[src/rtl/controle_portao_if.sv]
// Signal bundle between the gate controller and its surroundings:
// limit switches, obstacle sensor and command button in, motor drive and
// status out.
interface controle_portao_if;
    logic       fa;      // limit switch, gate fully open
    logic       ff;      // limit switch, gate fully closed
    logic       s;       // obstacle sensor
    logic       c;       // command button (level)
    logic       abrir;   // motor drive, open direction
    logic       fechar;  // motor drive, close direction
    logic [2:0] estado;  // current state encoding, debug only
    logic       falha;   // fault indicator

    // Controller side: reads the field inputs, drives the motor and status.
    modport slave (
        input  fa,
        input  ff,
        input  s,
        input  c,
        output abrir,
        output fechar,
        output estado,
        output falha
    );

    // Environment side: drives the field inputs, observes the controller.
    modport master (
        output fa,
        output ff,
        output s,
        output c,
        input  abrir,
        input  fechar,
        input  estado,
        input  falha
    );
endinterface

[src/rtl/controle_portao.sv]
// Gate-entry motor controller. Registered state machine with command edge
// detection, obstacle reversal, auto-close timer, motor-run timeout and a
// dead-time before every direction reversal. Outputs are Moore-decoded from
// the state register, so abrir and fechar can never be high together.
module controle_portao #(
    parameter int unsigned T_AUTO  = 8,   // cycles held OPEN before auto-close
    parameter int unsigned T_MAX   = 32,  // max motor run cycles before fault
    parameter int unsigned T_PAUSA = 2    // idle cycles before any reversal
) (
    input  logic               clk,
    input  logic               rst_n,
    controle_portao_if.slave   bus
);

    typedef enum logic [2:0] {
        FECHADO  = 3'd0,
        ABRINDO  = 3'd1,
        ABERTO   = 3'd2,
        FECHANDO = 3'd3,
        PAUSA    = 3'd4,
        FALHA    = 3'd5
    } estado_t;

    // A timeout of T cycles is reached when cnt == T-1 at the clock edge.
    localparam logic [15:0] LIM_AUTO  = 16'(T_AUTO  - 1);
    localparam logic [15:0] LIM_MAX   = 16'(T_MAX   - 1);
    localparam logic [15:0] LIM_PAUSA = 16'(T_PAUSA - 1);

    estado_t     state;
    estado_t     state_nx;
    logic        c_q;
    logic        c_rise;
    logic [15:0] cnt;
    logic [15:0] cnt_nx;
    logic        dir;      // 1 = open after the pause, 0 = close
    logic        dir_nx;
    logic        t_auto;
    logic        t_max;
    logic        t_pausa;

    // A button held through reset release reads as a fresh press because
    // c_q comes out of reset at 0.
    assign c_rise  = bus.c & ~c_q;

    assign t_auto  = (cnt == LIM_AUTO);
    assign t_max   = (cnt == LIM_MAX);
    assign t_pausa = (cnt == LIM_PAUSA);

    // State, counter, direction and button history registers.
    always_ff @(posedge clk or negedge rst_n) begin
        if (!rst_n) begin
            state <= FECHADO;
            cnt   <= '0;
            dir   <= 1'b0;
            c_q   <= 1'b0;
        end else begin
            state <= state_nx;
            cnt   <= cnt_nx;
            dir   <= dir_nx;
            c_q   <= bus.c;
        end
    end

    // Next-state and reversal-direction decision.
    always_comb begin
        state_nx = state;
        dir_nx   = dir;
        // Both limit switches active is physically impossible: a sensor has
        // failed, so stop everything regardless of what the gate was doing.
        if (state != FALHA && bus.fa && bus.ff) begin
            state_nx = FALHA;
        end else begin
            unique case (state)
                FECHADO: begin
                    if (c_rise) begin
                        state_nx = ABRINDO;
                    end else if (!bus.ff) begin
                        // Gate drifted off (or came out of reset) not fully
                        // closed: drive it home.
                        state_nx = FECHANDO;
                    end
                end
                ABRINDO: begin
                    // Obstacle sensor deliberately ignored while opening.
                    if (bus.fa) begin
                        state_nx = ABERTO;
                    end else if (t_max) begin
                        state_nx = FALHA;
                    end else if (c_rise) begin
                        state_nx = PAUSA;
                        dir_nx   = 1'b0;
                    end
                end
                ABERTO: begin
                    if (c_rise) begin
                        state_nx = FECHANDO;
                    end else if (!bus.s && t_auto) begin
                        state_nx = FECHANDO;
                    end
                end
                FECHANDO: begin
                    // Obstacle wins over the closed switch: never trust ff
                    // while something is in the gateway.
                    if (bus.s) begin
                        state_nx = PAUSA;
                        dir_nx   = 1'b1;
                    end else if (bus.ff) begin
                        state_nx = FECHADO;
                    end else if (t_max) begin
                        state_nx = FALHA;
                    end else if (c_rise) begin
                        state_nx = PAUSA;
                        dir_nx   = 1'b1;
                    end
                end
                PAUSA: begin
                    if (t_pausa) begin
                        state_nx = dir ? ABRINDO : FECHANDO;
                    end
                end
                FALHA: begin
                    // Latched until rst_n; no input can clear it.
                    state_nx = FALHA;
                end
                default: begin
                    state_nx = FECHADO;
                end
            endcase
        end
    end

    // Cycle counter: restarts on every state change, runs in the timed
    // states, and is held at zero while an obstacle keeps the gate open.
    always_comb begin
        cnt_nx = cnt;
        if (state_nx != state) begin
            cnt_nx = '0;
        end else begin
            unique case (state)
                ABERTO:                   cnt_nx = bus.s ? 16'd0 : cnt + 16'd1;
                ABRINDO, FECHANDO, PAUSA: cnt_nx = cnt + 16'd1;
                default:                  cnt_nx = cnt;
            endcase
        end
    end

    assign bus.abrir  = (state == ABRINDO);
    assign bus.fechar = (state == FECHANDO);
    assign bus.falha  = (state == FALHA);
    assign bus.estado = state;

endmodule

[src/flat_wrapper.sv]
// flat-port wrapper written by rule: the top's interface ports become plain ports
module controle_portao_flat 
#(
    parameter int unsigned T_AUTO  = 8,                                        
    parameter int unsigned T_MAX   = 32,                                      
    parameter int unsigned T_PAUSA = 2                                      
)
  (clk, rst_n, bus_fa, bus_ff, bus_s, bus_c, bus_abrir, bus_fechar, bus_estado, bus_falha);
  controle_portao_if bus_i ();
  input  logic clk;
  input  logic rst_n;
  input wire logic [$bits(bus_i.fa)-1:0] bus_fa;
  input wire logic [$bits(bus_i.ff)-1:0] bus_ff;
  input wire logic [$bits(bus_i.s)-1:0] bus_s;
  input wire logic [$bits(bus_i.c)-1:0] bus_c;
  output wire logic [$bits(bus_i.abrir)-1:0] bus_abrir;
  output wire logic [$bits(bus_i.fechar)-1:0] bus_fechar;
  output wire logic [$bits(bus_i.estado)-1:0] bus_estado;
  output wire logic [$bits(bus_i.falha)-1:0] bus_falha;
  assign bus_i.fa = bus_fa;
  assign bus_i.ff = bus_ff;
  assign bus_i.s = bus_s;
  assign bus_i.c = bus_c;
  assign bus_abrir = bus_i.abrir;
  assign bus_fechar = bus_i.fechar;
  assign bus_estado = bus_i.estado;
  assign bus_falha = bus_i.falha;
  controle_portao #(.T_AUTO(T_AUTO), .T_MAX(T_MAX), .T_PAUSA(T_PAUSA)) u_core (.clk(clk), .rst_n(rst_n), .bus(bus_i));
endmodule
[config.mk]
export PLATFORM = sky130hd
export DESIGN_NAME = controle_portao_flat
export DESIGN_NICKNAME = d
export VERILOG_FILES = /design/src/rtl/controle_portao_if.sv /design/src/rtl/controle_portao.sv /design/src/flat_wrapper.sv
export SDC_FILE = /design/constraint.sdc
export NUM_CORES = 1
export LEC_CHECK = 0
export ABC_CLOCK_PERIOD_IN_PS = 2500
export BUFFER_PORTS_ARGS = -buffer_cell sky130_fd_sc_hd__buf_2
export CORE_ASPECT_RATIO = 0.6
export CORE_MARGIN = 2
export CORE_UTILIZATION = 54
export DETAILED_ROUTE_END_ITERATION = 10
export GPL_TIMING_DRIVEN = 0
export PLACE_DENSITY = 0.76
export SLEW_MARGIN = 20
export SYNTH_ARGS = -nofsm -noshare
export SYNTH_HDL_FRONTEND = slang
export SYNTH_SLANG_ARGS = --single-unit
[constraint.sdc]
create_clock -name clk -period 2.5 [get_ports clk]
set_input_delay 0.125 -clock clk [delete_from_list [all_inputs] [get_ports clk]]
set_output_delay 0.125 -clock clk [all_outputs]
set_load 0.02 [all_outputs]
==> Word level (Yosys, flattened, before mapping) <==
Index checks and enable logic that the tools add are counted.
{ "word_totals": {"regBits": 21, "latch_bits": 0, "ramBits": 0, "mem_bits_ro": 0, "in_bits": 6, "out_inout_bits": 6, "wordCells": 57, "memories": 0} }
{ "op_classes": {"n_addsub": 1, "n_mul": 0, "div": 0, "order_cmp": 0, "eq_ne": 16, "n_shift": 0, "mux": 24, "bitwise": 3, "reduce_logical": 9} }
{ "op_table": {"columns": ["operator", "n"], "rows": [
  ["3-bit two-way mux", 11],
  ["16-bit two-way mux", 2],
  ["16-bit case mux with 2 select lines", 1],
  ["3-bit case mux with 6 select lines", 1],
  ["16-bit by 1-bit adder with 16-bit output, second input constant", 1],
  ["16-bit by 1-bit equality test with 1-bit output, second input constant", 1],
  ["16-bit by 3-bit equality test with 1-bit output, second input constant", 1],
  ["16-bit by 5-bit equality test with 1-bit output, second input constant", 1],
  ["3-bit inequality test, second input constant", 3],
  ["8-bit AND reduction", 1],
  ["1-bit two-way mux", 7],
  ["3-bit by 2-bit equality test with 1-bit output, second input constant", 2],
  ["3-bit equality test, second input constant", 2],
  ["2-bit inequality test, second input constant", 2],
  ["3-bit by 1-bit equality test with 1-bit output, second input constant", 1],
  ["1-bit logical AND", 3],
  ["3-bit logical NOT", 1],
  ["3-bit by 2-bit inequality test with 1-bit output, second input constant", 1],
  ["3-bit inequality test", 1],
  ["3-bit nonzero test", 1],
  ["3-bit OR reduction", 1],
  ["2-bit two-way mux", 1],
  ["2-bit by 1-bit inequality test with 1-bit output, second input constant", 1],
  ["1-bit NOT", 2],
  ["other kinds (4)", 4]
]} }

==> Longest topological paths before layout <==
Gate-level depths: netlist (run 1).
{ "logic_depth": {"word_depth": 10, "mapped_depth": 9} }

==> Least setup slack after synthesis (run 1) <==
No wires, ideal clock.
{ "synth_timing": {"kind": "flip-flop to flip-flop", "startpoint": "register u_core.cnt[0]", "endpoint": "register u_core.cnt[14]", "setup_ps": 142, "arrival_time_ps": 2251, "required_time_ps": 2358, "slack_ps": 107, "path_stages_with_launch": 10, "cell_sequence": "dfrtp_1 -> ha_1 -> and4_1 -> buf_6 -> nand4_2 -> a2111o_1 -> o211ai_2 -> mux2i_2 -> buf_6 -> a211oi_2"} }
{ "synth_via": {"elab_chain_len": 8} }
{ "synth_lines": {"columns": ["element", "line", "rtl"], "rows": [
  ["start: declaration", "controle_portao.sv:33", "logic [15:0] cnt;"],
  ["start signal: assignment", "controle_portao.sv:58", "cnt <= cnt_nx;"],
  ["16-bit by 5-bit equality test with 1-bit output or 16-bit by 3-bit equality test with 1-bit output (tied branches)", "controle_portao.sv:46, controle_portao.sv:45", null],
  ["3-bit two-way mux or 1-bit logical AND (tied branches)", "controle_portao.sv:87, controle_portao.sv:97", null],
  ["3-bit two-way mux, on equally long branches", "controle_portao.sv:107, controle_portao.sv:97", null],
  ["3-bit two-way mux, on equally long branches", "controle_portao.sv:104, controle_portao.sv:95", null],
  ["3-bit case mux with 6 select lines", "controle_portao.sv:73", "unique case (state)"],
  ["3-bit two-way mux", "controle_portao.sv:70", "if (state != FALHA && bus.fa && bus.ff) begin"],
  ["3-bit inequality test", "controle_portao.sv:136", "if (state_nx != state) begin"],
  ["3-bit nonzero test (no line) or 16-bit two-way mux (tied branches)", null, null]
]} }
Parallel ways exist; a longest one is shown, timed or not.
A chain may end at the register's enable or synchronous reset.

==> Worst setup path in the final report (run 1) <==
{ "layout_timing": {"startpoint": "register u_core.state[2] (netlist: u_core.bus.estado[2])", "endpoint": "register u_core.cnt[5]"} }
{ "layout_via": {"elab_chain_len": 8} }
{ "layout_lines": {"columns": ["element", "line", "rtl"], "rows": [
  ["start: declaration", "controle_portao.sv:29", "estado_t state;"],
  ["start signal: assignment", "controle_portao.sv:57", "state <= state_nx;"],
  ["3-bit two-way mux", "controle_portao.sv:89, controle_portao.sv:111", null],
  ["3-bit two-way mux", "controle_portao.sv:87", "end else if (t_max) begin"],
  ["3-bit two-way mux", "controle_portao.sv:107", "end else if (bus.ff) begin"],
  ["3-bit two-way mux", "controle_portao.sv:104", "if (bus.s) begin"],
  ["3-bit case mux with 6 select lines", "controle_portao.sv:73", null],
  ["3-bit two-way mux", "controle_portao.sv:70", null],
  ["3-bit inequality test", "controle_portao.sv:136", null],
  ["3-bit nonzero test (no line) or 16-bit two-way mux (tied branches)", null, null]
]} }
Parallel ways exist; a longest one is shown, timed or not.

==> run_results.csv, run 1 <==
group,metric,value,unit
status,status,"finished with violations",
status,violations,"negative setup slack",
sta,max_freq,392,MHz
worst_hold_path,hp-start,"bus_fa",
clock_tree,clockRootBuffer,"clkbuf_8",
final_layout,design_area,2030,um^2
sta,tightest_slew,0.669,ns
critical_path,path_cells,"clkbuf_8 -> nor2b_1 -> nand2_1 -> nor4_1 -> a211oi_1 -> mux2i_4 -> clkbuf_16 -> nor3_2",
synth,postSynthCellCount,200,
final_layout,syn2layout_area_growth,20.0,%
die,die_height,47.4,um
place,gp_congestion,0.905,
synth,synth-warning-count,0,
clock_tree,cts_tree,"done",
global_routing,grt_use_total,27.8,%
synth,syn_area_per_cell,8.48,um^2
sta,slew_viol_final,0,
global_routing,met2_usage,41.8,%
sta,finalClockSkew,0.00584,ns
final_layout,layout.nets,233,
clock_tree,cts_buffers,3,
routing,drc,0,
die,die_area,3620,um^2
routing,dr.pass1.iters,5,
critical_path,crit_family,"simple AND/OR/NAND/NOR gates",
synth,synth_top_cell_by_area,"dfrtp_1",
clock_tree,clock_latency,0.26,ns
global_routing,antenna_found_initial,0,
critical_path,worst_setup_path_start_kind,"flop",
critical_path,crit_buf_inv,2,
global_routing,first_global_vias,1462,
sta,final-hold-violation-count,0,
die,num_rows,15,
final_layout,antenna_cells,0,
synth,synthArstFlopShare,100,%
sta,period_minus_slack,2.55,ns
global_routing,gr-total-overflow,0,
place,placed_cells,253,
synth,ys.flop_type,"dfrtp_1",
pwr,ir_drop,0.000635,V
global_routing,grt_max_degree,22,
sta,maxSlewHeadroom,55.0,%
final_layout,drive_gt1_share,25.9,%
global_routing,grt-busiest-layer,"met2",
routing,routed-via-count,1840,
synth,ys_ff_latch,21,
sta,hold_slack,0.272,ns
synth,synth.area.top_cells,"dfrtp_1, nor3_2, nand2_1",
die,coreArea,2930,um^2
critical_path,slowest_delay,0.55,ns
pwr,power.density,1170,nW/um^2
die,initial_utilization,57.9,%
final_layout,fin_cells,266,
clock_tree,htreeDepth,1,
run,cap_violations,0,
place,dp_hpwl,3420,um
critical_path,worstReg2RegStart,"u_core.bus.estado[2]",
critical_path,crit_slowest_cell,"nor4_1",
clock_tree,clk_path_buf_depth,2,
clock_tree,numClockSinks,21,
routing,antenna_left,0,
routing,wl_per_cell,19.3,um
synth,yosysTopAreaCellShare,31.0,%
global_routing,grt_pass1_wl,7600,um
routing,wl,5140,um
sta,finalSetupViolations,15,
global_routing,grt_use_met3,6.73,%
worst_hold_path,hold_class,"in2reg",
global_routing,use_met1,41.6,%
critical_path,cp-startpoint,"u_core.bus.estado[2]",
routing,viasPerCell,6.92,
critical_path,cp.required,2.65,ns
synth,syn_nets,208,
die,dieWidth,76.3,um
place,numPortBuffers,11,
critical_path,cp.arrival,2.70,ns
routing,drtIter0Drc,220,
sta,finalCritPeriodShare,102,%
critical_path,cp_max_fo,10,
clock_tree,cts.clk_slew.worst_paths,0.08,ns
critical_path,crit_path_end_kind,"flop",
synth,synth_edf_count,0,
sta,setup_slack,-0.0499,ns
synth,netlist-cell-type-count,54,
pwr,leakage,0.772,nW
place,dpl_cell_area,1800,um^2
critical_path,path_class,"reg2reg",
synth,seq_area_frac_synth,31.0,%
synth,netlist_area,1700,um^2
die,io_pins,12,
==> worst paths after layout <==
kind | end | cells after the start | slack [ns]
min in group asynchronous | u_core.cnt[3] | 2 | 0.35
max in group asynchronous | u_core.cnt[0] | 2 | 1.80
setup / recovery | u_core.cnt[5] | 8 | -0.05
hold reg to reg | u_core.dir | 2 | 0.59
setup reg to reg | u_core.cnt[5] | 8 | -0.05
hold / removal | u_core.bus.estado[2] | 3 | 0.27
==> per-stage QoR <==
stage                     util, %  setup slack (ns)  power [mW]  setup TNS, ns
final                        69.5           -0.0499        2.38         -0.381
after global routing         69.5          -0.00997        2.50        -0.0144
after CTS                    64.9            0.0353        2.11              0
after detailed placement     61.6            -0.273        1.79          -3.01
after global placement       61.6            -0.277        1.74          -3.11
after floorplan                 -             0.107        1.42              0
==> cell type report <==
type | count | area (um^2)
Tap cell | 42 | 52.6
Multi-Input combinational cell | 162 | 1140
Fill cell | 222 | 893
Buffer | 12 | 101
Inverter | 5 | 18.8
Clock buffer | 4 | 45.0
Sequential cell | 21 | 527
Timing Repair Buffer | 20 | 153
==> layer usage <==
layer  wire, um  up-vias
met4        105        0
met5          0        -
li1           -      806
met1       2100      883
met3        665       22
met2       2260      129
==> cell usage in the layout (no fill, tap or decap), types with 3 or more instances in the layout <==
| cell | Yosys | layout |
|---|---|---|
| a211oi_1 | 3 | 3 |
| a21oi_1 | 12 | 12 |
| a22oi_1 | 5 | 5 |
| a31oi_1 | 5 | 5 |
| and3_1 | 3 | 3 |
| and4_1 | 3 | 3 |
| buf_2 | 1 | 12 |
| buf_4 | 1 | 4 |
| buf_6 | 3 | 5 |
| clkbuf_1 | 5 | 5 |
| clkbuf_8 | 2 | 5 |
| dfrtp_1 | 21 | 20 |
| inv_1 | 5 | 5 |
| nand2_1 | 21 | 21 |
| nand2b_1 | 3 | 3 |
| nand3_1 | 11 | 11 |
| nand4_1 | 4 | 4 |
| nor2_1 | 13 | 13 |
| nor2b_1 | 6 | 6 |
| nor3_1 | 6 | 5 |
| nor3_2 | 9 | 10 |
| nor4_1 | 7 | 5 |
| o21ai_0 | 13 | 13 |
==> registers in the layout, indices dropped and copies added (netlist names) <==
register and cells:
u_core.dir 1, u_core.cnt 16, u_core.bus.estado 3, u_core.c_q 1
==> tightest hold or removal path: stages <==
cell       delay (ns)
buf_2            0.14
a21oi_1          0.14
o2111ai_1        0.09
==> synthesized netlist by cell type, types with 2 or more instances <==
master	instances
clkbuf_1	5
a21o_1	2
nor3_1	6
nor3b_1	2
o21ai_0	13
nand2b_1	3
clkbuf_8	2
nor2b_1	6
xnor2_1	2
inv_1	5
dfrtp_1	21
ha_1	2
nand4_1	4
a22oi_1	5
and3_2	2
and3_1	3
and4_1	3
nor2_1	13
nor4_1	7
nand2_1	21
buf_6	3
o2111ai_1	2
a211oi_1	3
a21oi_1	12
nor4_4	2
nand3_1	11
a31oi_1	5
nor3_2	9
==> cells by family (layout without fill, tap and decap cells) <==
kind of cell	Yosys count	in the layout	share of synthesized area [%]
XOR/XNOR	2	2	1.03
adder cells (fa/ha/maj)	2	2	1.48
flip-flops	21	21	31.0
buffers and inverters	17	41	6.57
multiplexers	1	1	0.812
AND/OR/NAND/NOR	102	102	37.0
AO/OA/AOI/OAI	55	55	22.1
==> power by group <==
group	internal [mW]	total (mW)	switching, mW
clock network	0.114	0.224	0.110
logic	0.624	1.73	1.10
registers	0.378	0.429	0.0513
==> timing repair <==
item	4_1_cts	5_1_grt
gates resized for setup	3	15
hold endpoints to repair	22	0
hold buffers	2	0
buffers inserted	2	4
pin swaps	0	2
gates cloned	0	1
setup endpoints to repair	16	16
No activity file was read; power rests on OpenSTA's default activity.
==> run 2: changes to the inputs <==
CORE_UTILIZATION = 35   (was 54)
PLACE_DENSITY = 0.54   (was 0.76)
==> run 2 against run 1 <==
The flow now finishes without violations. Non-clock buffer count shrank 3. Critical endpoint is now u_core.cnt[13]. Critical path depth grew 1. Sequential share of layout area shrank 0.14 points. Die area grew 50%. Count of clock-buffer cells in the layout shrank 1. Clock skew shrank 0.0010 ns. Design area grew 0.55%. Highest routed layer unchanged.
==> run_results.csv, run 2 (synthesis results as in run 1) <==
group,metric,value,unit
clock_tree,htreeDepth,1,
critical_path,cp.required,2.65,ns
clock_tree,numClockSinks,21,
clock_tree,clock_latency,0.26,ns
final_layout,largest-register,"u_core.cnt",
sta,max_freq,418,MHz
routing,drtIter0Drc,186,
die,initial_utilization,36.8,%
sta,slew_viol_final,0,
global_routing,grt_pass1_wl,7910,um
routing,wl,4800,um
global_routing,gr-total-overflow,0,
clock_tree,clockRootBuffer,"clkbuf_8",
clock_tree,cts.clk_slew.worst_paths,0.08,ns
final_layout,fillers,465,
routing,drc,0,
sta,tns,0,ns
die,coreArea,4610,um^2
sta,hold_slack,0.236,ns
sta,tightest_slew,0.641,ns
final_layout,largest_reg_flops,16,
clock_tree,cts_tree,"done",
critical_path,path_class,"reg2reg",
critical_path,cp.arrival,2.54,ns
sta,rsz0062_at_grt,"true",
final_layout,multi_input_area,1150,um^2
sta,period_minus_slack,2.39,ns
final_layout,syn2layout_area_growth,20.7,%
sta,final-hold-violation-count,0,
routing,dr.pass1.iters,5,
sta,finalCritPeriodShare,95.8,%
critical_path,path_cells,"ha_4 -> and4_1 -> buf_6 -> nand4_4 -> a2111o_1 -> o211ai_2 -> mux2i_4 -> clkbuf_16 -> nor3_2",
sta,finalClockSkew,0.00479,ns
worst_hold_path,hold_class,"in2reg",
final_layout,antenna_cells,0,
clock_tree,cts_buffers,3,
pwr,leakage,0.757,nW
critical_path,cp_max_fo,6,
status,status,"finished clean",
sta,finalSetupViolations,0,
die,io_pins,12,
run,cap_violations,0,
critical_path,slowest_delay,0.43,ns
die,die_area,5430,um^2
die,num_rows,19,
final_layout,layout.nets,230,
final_layout,layout_commonest_cell,"nand2_1",
place,placed_cells,274,
final_layout,drive_gt1_share,26.7,%
routing,viasPerCell,5.78,
place,dp_hpwl,3530,um
routing,wl_per_cell,16.9,um
final_layout,layout_common_cells,"nand2_1, dfrtp_1, nor2_1, o21ai_0",
critical_path,crit_path_end_kind,"flop",
pwr,ir_drop,0.000499,V
global_routing,grt_max_degree,22,
clock_tree,clk_path_buf_depth,2,
critical_path,crit_slowest_cell,"mux2i_4",
final_layout,fin_cells,284,
place,numPortBuffers,11,
routing,routed-via-count,1641,
sta,maxSlewHeadroom,56.9,%
final_layout,seqCellArea,527,um^2
critical_path,worst_setup_path_start_kind,"flop",
die,dieWidth,93.9,um
routing,antenna_left,0,
place,gp_congestion,0.944,
die,die_height,57.9,um
global_routing,antenna_found_initial,0,
global_routing,grt_use_total,18.8,%
pwr,power.density,1120,nW/um^2
global_routing,first_global_vias,1452,
run 2: final timing paths:
kind / from / cells past startpoint / end / slack, ns
worst max-delay path: u_core.cnt[1] / 9 / u_core.cnt[13] / 0.11
worst min-delay path: bus_s / 3 / u_core.dir / 0.24
worst max register to register: u_core.cnt[1] / 9 / u_core.cnt[13] / 0.11
worst min register to register: u_core.dir / 2 / u_core.dir / 0.53
max in group asynchronous: rst_n / 2 / u_core.cnt[1] / 1.78
min in group asynchronous: rst_n / 2 / u_core.cnt[4] / 0.36
run 2: power breakdown:
| part | leakage (nW) | internal (mW) | switching (mW) | total (mW) |
|---|---|---|---|---|
| Clock | 0.0255 | 0.111 | 0.111 | 0.222 |
| Sequential | 0.282 | 0.378 | 0.0460 | 0.424 |
| Combinational | 0.450 | 0.585 | 1.07 | 1.65 |
| Total | 0.757 | 1.07 | 1.22 | 2.30 |
run 2: through the flow:
stage	utilization (%)	power [mW]	setup slack (ns)	instance area, um^2
2_1_floorplan	-	1.42	0.107	1700
4_1_cts	42.2	2.14	0.00445	1940
6_report	44.4	2.30	0.106	2050
3_5_place_dp	39.7	1.79	-0.290	1830
3_3_place_gp	39.7	1.81	-0.298	1830
5_1_grt	44.4	2.46	0.000667	2050
run 2: cell type report:
| class | instances | area share, % |
|---|---|---|
| Timing Repair Buffer | 17 | 6.18 |
| Buffer | 12 | 4.77 |
| Tap cell | 63 | 3.85 |
| Multi-Input combinational cell | 162 | 56.3 |
| Inverter | 5 | 0.917 |
| Clock buffer | 3 | 2.02 |
| Clock inverter | 1 | 0.245 |
| Sequential cell | 21 | 25.7 |
run 2: repair_timing:
action	CTS	global route
endpoints found under the setup margin	16	16
gates cloned	0	1
pin swaps	0	2
gates resized for setup	5	14
endpoints found under the hold margin	22	0
hold buffers	2	0
setup buffers	3	0
run 2: routing by layer:
metal / GRT usage (%) / wire length [um]
met5: 0 / 0
met4: 1.24 / 17
met3: 4.94 / 415
met2: 22.3 / 1700
met1: 33.2 / 2670
run 2: worst max-delay path: cells and delay by family (launching register included):
| kind | cells | cell delay [ns] |
|---|---|---|
| AO/OA/AOI/OAI | 2 | 0.54 |
| adder cells (fa/ha/maj) | 1 | 0.16 |
| buffers and inverters | 2 | 0.36 |
| flip-flops | 1 | 0.42 |
| multiplexers | 1 | 0.43 |
| AND/OR/NAND/NOR | 3 | 0.39 |
